--- config.mk ---
export PLATFORM = sky130hd
export DESIGN_NAME = io_wr_arbiter
export DESIGN_NICKNAME = d
export VERILOG_FILES = /design/src/rtl/io_wr_arbiter.sv
export SDC_FILE = /design/constraint.sdc
export NUM_CORES = 1
export LEC_CHECK = 0
export ABC_AREA = 0
export ABC_CLOCK_PERIOD_IN_PS = 3400
export BUFFER_PORTS_ARGS = -buffer_cell sky130_fd_sc_hd__buf_2
export CORE_UTILIZATION = 34
export DETAILED_ROUTE_END_ITERATION = 6
export GPL_TIMING_DRIVEN = 0
export PLACE_DENSITY = 0.53
export SLEW_MARGIN = 5
export SYNTH_ARGS = -nofsm -noshare
export SYNTH_HDL_FRONTEND = slang
export SYNTH_SLANG_ARGS = --single-unit
export TNS_END_PERCENT = 20
--- constraint.sdc ---
create_clock -name i_clk -period 3.4 [get_ports i_clk]
set_input_delay 0.17 -clock i_clk [delete_from_list [all_inputs] [get_ports i_clk]]
set_output_delay 0.17 -clock i_clk [all_outputs]
set_load 0.005 [all_outputs]
--- src/rtl/io_wr_arbiter.sv ---
// Arbitrates the IO output-buffer write port: the core LSU always wins, debug writes wait in a FIFO.
// Define IOARB_STALL_EN to stall the core once after a run of busy cycles while debug writes wait.
module io_wr_arbiter #(
  parameter int unsigned DEPTH        = 4,
  parameter int unsigned STARVE_LIMIT = 16,
  parameter logic [7:0]  IO_PAGE      = 8'h70
) (
  input  logic                     i_clk,
  input  logic                     i_rst_n,
  input  logic                     i_core_wren,
  input  logic [31:0]              i_core_addr,
  input  logic [2:0]               i_core_func3,
  input  logic [31:0]              i_core_wdata,
  input  logic                     i_dbg_valid,
  output logic                     o_dbg_ready,
  input  logic [31:0]              i_dbg_addr,
  input  logic [2:0]               i_dbg_func3,
  input  logic [31:0]              i_dbg_wdata,
  output logic                     o_buf_wren,
  output logic [31:0]              o_buf_addr,
  output logic [2:0]               o_buf_func3,
  output logic [31:0]              o_buf_wdata,
  output logic                     o_dbg_drop,
  output logic [$clog2(DEPTH):0]   o_fifo_level,
  output logic                     o_core_stall
);

  localparam int unsigned AW = $clog2(DEPTH);
  localparam int unsigned PW = AW + 1;
  localparam int unsigned EW = 32 + 3 + 32;

  logic [EW-1:0] mem [DEPTH];
  logic [PW-1:0] wptr, rptr;
  logic          core_io, core_sel, empty, full, dbg_ok, push, pop;
  logic [EW-1:0] head;

  assign core_io  = i_core_wren && (i_core_addr[15:8] == IO_PAGE);
  assign core_sel = core_io && !o_core_stall;
  assign empty    = (wptr == rptr);
  assign full     = (wptr[AW] != rptr[AW]) && (wptr[AW-1:0] == rptr[AW-1:0]);
  assign dbg_ok   = (i_dbg_addr[15:8] == IO_PAGE) && (i_dbg_func3[1:0] != 2'b11);
  assign push     = i_dbg_valid && !full && dbg_ok;
  assign pop      = !core_sel && !empty;
  assign head     = mem[rptr[AW-1:0]];

  // Ready reflects the registered level only; a pop in the same cycle does not free a slot early.
  assign o_dbg_ready = !full;

  // Write-port mux; the strobe is held low for as long as reset is asserted.
  always_comb begin
    o_buf_wren  = 1'b0;
    o_buf_addr  = 32'd0;
    o_buf_func3 = 3'd0;
    o_buf_wdata = 32'd0;
    if (i_rst_n) begin
      if (core_sel) begin
        o_buf_wren  = 1'b1;
        o_buf_addr  = i_core_addr;
        o_buf_func3 = i_core_func3;
        o_buf_wdata = i_core_wdata;
      end else if (!empty) begin
        o_buf_wren  = 1'b1;
        o_buf_addr  = head[EW-1 -: 32];
        o_buf_func3 = head[31+3 -: 3];
        o_buf_wdata = head[31:0];
      end
    end
  end

  always_ff @(posedge i_clk) begin
    if (push) mem[wptr[AW-1:0]] <= {i_dbg_addr, i_dbg_func3, i_dbg_wdata};
  end

  always_ff @(posedge i_clk or negedge i_rst_n) begin
    if (!i_rst_n) begin
      wptr         <= '0;
      rptr         <= '0;
      o_fifo_level <= '0;
      o_dbg_drop   <= 1'b0;
    end else begin
      if (push) wptr <= wptr + PW'(1);
      if (pop)  rptr <= rptr + PW'(1);
      o_fifo_level <= o_fifo_level + PW'(push) - PW'(pop);
      o_dbg_drop   <= i_dbg_valid && !full && !dbg_ok;
    end
  end

`ifdef IOARB_STALL_EN
  typedef enum logic [1:0] {IDLE, COUNT, STALL} state_t;
  localparam int unsigned CW = $clog2(STARVE_LIMIT + 1);

  state_t        state;
  logic [CW-1:0] starve_cnt;

  // Counts consecutive cycles the core blocks a waiting debug write; the first busy cycle counts as 1.
  always_ff @(posedge i_clk or negedge i_rst_n) begin
    if (!i_rst_n) begin
      state        <= IDLE;
      starve_cnt   <= '0;
      o_core_stall <= 1'b0;
    end else begin
      o_core_stall <= 1'b0;
      case (state)
        IDLE: begin
          starve_cnt <= '0;
          if (core_io && !empty) begin
            state      <= COUNT;
            starve_cnt <= CW'(1);
          end
        end
        COUNT: begin
          if (!core_io || empty) begin
            state      <= IDLE;
            starve_cnt <= '0;
          end else if (starve_cnt == CW'(STARVE_LIMIT - 1)) begin
            state        <= STALL;
            starve_cnt   <= '0;
            o_core_stall <= 1'b1;
          end else begin
            starve_cnt <= starve_cnt + CW'(1);
          end
        end
        STALL: begin
          state      <= IDLE;
          starve_cnt <= '0;
        end
        default: begin
          state      <= IDLE;
          starve_cnt <= '0;
        end
      endcase
    end
  end
`else
  assign o_core_stall = 1'b0;
`endif

endmodule

==> impl_metrics.csv, run 1 <==
group,metric,value,unit
timing,post-route-min-period,2895,ps
pwr,p_total,9560,µW
synth,async_reset_ff_share,3.597,%
clock_network,clock-sinks,278,
run_status,status,"completed",
placement,dpl_worst_slack,645.4,ps
synth,ys_seq_area_share,72.70,%
grt,first_global_vias,6967,
placement,gp_congestion,0.6851,
synth,avgSynthCellArea,18.23,µm²
timing,tightest_slew,771.3,ps
synth,synth-xor-area-share,0.8222,%
pwr,peakVddDrop,0.3813,mV
final_layout,final_common_cell,"edfxtp_1",
clock_network,post_cts_buffers,0,
floorplan,design.core.area,32780,µm²
synth,synth_fa_ha_area_share,0.9428,%
setup_path,crit_fanout,11,
final_layout,synthToLayoutAreaGrowth,29.22,%
synth,syn_area,11410,µm²
pwr,power_leakage,0.005356,µW
setup_path,start_kind,"input pin",
detailed_routing,drt_iter0_drc,282,
synth,ys.flop_type,"edfxtp_1",
detailed_routing,wl,26.54,mm
floorplan,start_util,34.81,%
detailed_routing,routed-via-count,6717,
timing,final.setup_skew,8.536,ps
synth,synth_area_leader_cell,"edfxtp_1",
synth,syn_nets,772,
setup_path,endpoint_kind,"primary output",
floorplan,die_w,185.2,µm
setup_path,worstReg2RegEnd,"o_fifo_level[2]",
timing,finalSetupViolations,0,
synth,synth.top_cells.by_area,"edfxtp_1, mux4_2, nand2_1",
setup_path,required,3230,ps
setup_path,r2r-start,"rptr[1]",
timing,period_share,85.14,%
synth,synth_cells,626,
final_layout,diodes,0,
setup_path,cp.arrival,2720,ps
detailed_routing,dr.pass1.iters,4,
clock_network,clockBufferDepth,3,
grt,grt_pass1_wl,39.96,mm
clock_network,htree_levels,1,
setup_path,rr_worst_depth,10,
worst_hold_path,hp-class,"input pin to asynchronous set/reset pin",
timing,fin_ws,505.2,ps
synth,synth_top_area_share,70.51,%
clock_network,clock_latency,540,ps
clock_network,path_clk_slew,60,ps
clock_network,cts_resized,0,
timing,slew_viol_final,0,
clock_network,clock-root-buffer,"clkbuf_16",
final_layout,drive_gt1_share,38.05,%
grt,grt-ovfl-total,0,
timing,rsz0062_at_grt,"no",
run,cap_violations,0,
timing,fmax,345.4,MHz
synth,synth_enable_flop_cells,268,
grt,grt_use_total,15.61,%
setup_path,r2r_slack,710,ps
synth,synthSimpleGateAreaFrac,5.481,%
floorplan,dieArea,34310,µm²
timing,relSlewSlack,47.85,%
floorplan,rows,66,
placement,io_buffer_count,210,
synth,ys_warn_count,0,
final_layout,final_nets,1087,
setup_path,critical_path_class,"input pin to primary output",
pwr,cellPowerDensity,648.2,nW/µm²
detailed_routing,viasPerCell,4.784,
detailed_routing,drc_errors,0,
timing,setup_tns,0,ps
synth,synth_top_family_by_area,"multiplexers",
grt,grt_max_degree,48,
synth,ys_types,37,
synth,synth_compound_area_share,4.056,%
synth,yosys_register_bits,278,
clock_network,cts_hold_buf,69,
detailed_routing,wire_per_inst,18.91,µm
floorplan,pin_count,212,
final_layout,final_core_util,44.99,%
clock_network,cts_tree,"done",
grt,antenna_found_initial,1,
clock_network,cts_made_buffers,30,
detailed_routing,ant_nets,0,
floorplan,dieHeight,185.2,µm
timing,hold_viol_final,0,
final_layout,final_cell_mix,"edfxtp_1, buf_2, nand2_1",
placement,hpwl,16.88,mm
synth,synthMuxAreaShare,13.45,%
==> routing by layer <==
layer	global-route usage (%)	routed length (µm)	vias to the layer above
met2	26.55	12830	197
met5	0	13	-
met3	2.812	1369	28
li1	-	-	3119
met4	3.240	307	2
met1	20.86	12020	3371
==> area by class of cell <==
cell class,count,area (µm²)
Fill cell,2987,18040
Sequential cell,278,8298
Multi-Input combinational cell,296,2839
Timing Repair Buffer,283,1852
Clock buffer,40,809.5
Tap cell,442,553.0
Buffer,45,260.3
Clock inverter,13,110.1
Inverter,7,26.28
==> per-stage QoR <==
step | hold WS (ps) | instance area (µm²) | std cells
5_1_grt | 57.36 | 14750 | 1404
3_3_place_gp | 66.52 | 13020 | 1278
3_5_place_dp | 54.93 | 13140 | 1282
2_1_floorplan | -125.6 | 11410 | 626
4_1_cts | 6.363 | 14750 | 1404
6_report | 31.13 | 14750 | 1404
==> sequential cells by signal, indices dropped and copies added, names as in the netlist <==
register      count
o_fifo_level      3
wptr              3
o_dbg_drop        1
rptr              3
mem             268
==> power by group <==
part           internal (µW)  total [µW]  switching, µW
clock network           1800        3050           1240
logic                   1400        2680           1280
registers               3800        3840           33.4
total                   7010        9560           2550
==> kinds of logic (layout without fill, tap and decap cells) <==
family	count (synthesis)	count (layout)
AOI/OAI and AO/OA	64	64
xor gates and xnor gates	9	9
adders and majority gates	8	8
buffers and inverters	52	388
DFF	278	278
muxes	69	69
other	1	1
and+or+nand+nor	145	145
==> Yosys cell counts (2+ instances only) <==
library cell and instances:
a21oi_1 2, and3_1 6, xnor2_1 5, buf_2 13, ha_1 7, buf_1 3
xor2_1 2, buf_6 8, o22ai_1 48, nand3_1 2, inv_1 6, o22ai_2 10
edfxtp_1 268, dfrtp_1 10, and2_1 5, nand4_1 2, clkbuf_1 17, mux4_2 67
nand2_1 121, buf_4 4, xnor2_2 2, a21boi_1 3
==> worst max path at each step <==
stage                     cells after the start          start               to
after floorplan                               6        rptr[0]        mem[3][0]
after global placement                        5  i_dbg_addr[8]       mem[1][61]
after detailed placement                      6  i_dbg_addr[8]        mem[2][1]
after CTS                                     8        i_rst_n  o_buf_wdata[10]
after global routing                          8        i_rst_n  o_buf_wdata[10]
final                                         8        i_rst_n  o_buf_wdata[10]
==> critical path, stage by stage <==
cell           delay (ps)
dlygate4sd3_1         520
buf_2                 260
buf_2                 390
buf_2                 400
clkbuf_1              510
nand2_1               120
o22ai_1               170
buf_2                 170
(Power assumes the default switching activity.)
==> run 2: changes to the inputs <==
- RECOVER_POWER: default -> 25
==> impl_metrics.csv, run 2 (synthesis results as in run 1) <==
group,metric,value,unit
timing,tightest_slew,761.7,ps
timing,fmax,345.6,MHz
clock_network,post_cts_buffers,0,
timing,period_share,85.11,%
timing,finalSetupViolations,0,
placement,dp.cells,1282,
floorplan,design.core.area,32780,µm²
floorplan,dieHeight,185.2,µm
timing,relSlewSlack,48.50,%
final_layout,largest_reg_flops,268,
detailed_routing,wire_per_inst,18.92,µm
pwr,switching_share,26.72,%
setup_path,endpoint_kind,"primary output",
timing,post-route-min-period,2894,ps
detailed_routing,viasPerCell,4.791,
clock_network,clock-root-buffer,"clkbuf_16",
final_layout,final_cells,1404,
timing,fin_hold_ws,33.62,ps
timing,rsz0062_at_grt,"no",
placement,io_buffer_count,210,
detailed_routing,wl,26.56,mm
grt,first_global_vias,6967,
pwr,cellPowerDensity,649.8,nW/µm²
clock_network,cts_made_buffers,30,
clock_network,clock-sinks,278,
setup_path,start_kind,"input pin",
floorplan,dieArea,34310,µm²
clock_network,htree_levels,1,
grt,grt-ovfl-total,0,
grt,grt_max_degree,48,
setup_path,required,3230,ps
final_layout,drive_gt1_share,34.10,%
floorplan,start_util,34.81,%
placement,gp_congestion,0.6851,
pwr,power_leakage,0.005251,µW
setup_path,cp.arrival,2720,ps
placement,hpwl,16.88,mm
worst_hold_path,hp-class,"input pin to asynchronous set/reset pin",
grt,antenna_found_initial,1,
pwr,peakVddDrop,0.3813,mV
final_layout,final_nets,1087,
clock_network,path_clk_slew,60,ps
final_layout,final_cell_mix,"edfxtp_1, buf_2, nand2_1",
detailed_routing,ant_nets,0,
floorplan,rows,66,
pwr,power.internal,7000,µW
pwr,p_seq_share,40.2,%
clock_network,clock_latency,540,ps
run,cap_violations,0,
pwr,net-switching-power,2552,µW
setup_path,crit_fanout,11,
detailed_routing,drt_iter0_drc,263,
grt,grt_pass1_wl,39.96,mm
setup_path,critical_path_class,"input pin to primary output",
grt,grt_use_total,15.61,%
detailed_routing,drc_errors,0,
final_layout,synthToLayoutAreaGrowth,28.80,%
detailed_routing,dr.pass1.iters,4,
pwr,pwr-share-clk,31.9,%
timing,final.setup_skew,8.357,ps
timing,hold_viol_final,0,
floorplan,die_w,185.2,µm
run_status,status,"completed",
final_layout,final_common_cell,"edfxtp_1",
final_layout,diodes,0,
timing,slew_viol_final,0,
clock_network,clockBufferDepth,3,
clock_network,cts_tree,"done",
pwr,combPwrFrac,28.0,%
floorplan,pin_count,212,
pwr,p_total,9552,µW
detailed_routing,routed-via-count,6726,
[run 2: cell types whose count changed in the layout (fill, tap and decap cells not counted), sizes merged]
cell	previous run	this run
buf	242	204
clkbuf	57	95
[run 2: final cells by class]
| class | count | area, µm² |
|---|---|---|
| buffer | 45 | 260.3 |
| sequential | 278 | 8298 |
| tap | 442 | 553.0 |
| fill | 2990 | 18080 |
| clock inverter | 13 | 110.1 |
| timing repair buffer | 283 | 1804 |
| inverter | 7 | 26.28 |
| clock buffer | 40 | 809.5 |
| multi-input combinational | 296 | 2839 |
[run 2: worst max-delay path, cell delays in order]
cell and delay, ps:
dlygate4sd3_1 520, buf_2 260, buf_2 390, buf_2 390, clkbuf_1 510, nand2_1 120
o22ai_1 170, buf_2 170
[run 2: layer usage]
| metal | vias up | share of wire (%) | GRT usage (%) | wire length [µm] |
|---|---|---|---|---|
| met5 | - | 0.049 | 0 | 13 |
| met4 | 2 | 1.2 | 3.240 | 307 |
| met3 | 28 | 5.5 | 2.812 | 1449 |
| met2 | 210 | 48 | 26.55 | 12790 |
| met1 | 3370 | 45 | 20.86 | 12000 |
| li1 | 3116 | - | - | - |
[run 2: what timing repair did]
action | CTS | global route
resized for setup | 0 | 0
hold buffers | 69 | 0
setup endpoints to repair | 0 | 0
hold endpoints to repair | 279 | 0
[run 2: through the flow]
stage / utilization [%] / setup slack, ps / TNS (ps) / cell area (µm²)
after floorplan: - / 301.5 / 0 / 11410
after global placement: 39.71 / -1563 / -409310 / 13020
after detailed placement: 40.07 / 645.4 / 0 / 13140
after CTS: 44.99 / 428.9 / 0 / 14750
after global routing: 44.84 / 241.2 / 0 / 14700
final: 44.84 / 506.2 / 0 / 14700
[run 2: power by group through the flow]
stage / clock, µW / combinational [µW] / sequential [µW]
floorplan: 0 / 1810 / 3910
global placement: 0 / 2670 / 3910
detailed placement: 0 / 2680 / 3900
CTS: 3130 / 2760 / 3840
global route: 3260 / 2950 / 3840
finish: 3050 / 2670 / 3840
[run 2: final timing paths]
kind                            slack (ps)      startpoint              end  cells after the start
worst max-delay path                   510         i_rst_n  o_buf_wdata[10]                      8
worst min-delay path                    30         i_rst_n          rptr[1]                      2
worst max register to register         710         rptr[1]  o_fifo_level[2]                     10
worst min register to register         490         rptr[2]          rptr[2]                      1
max in group asynchronous             3160         i_rst_n          wptr[2]                      2
min in group i_clk                     390  i_dbg_func3[2]       mem[1][34]                      2
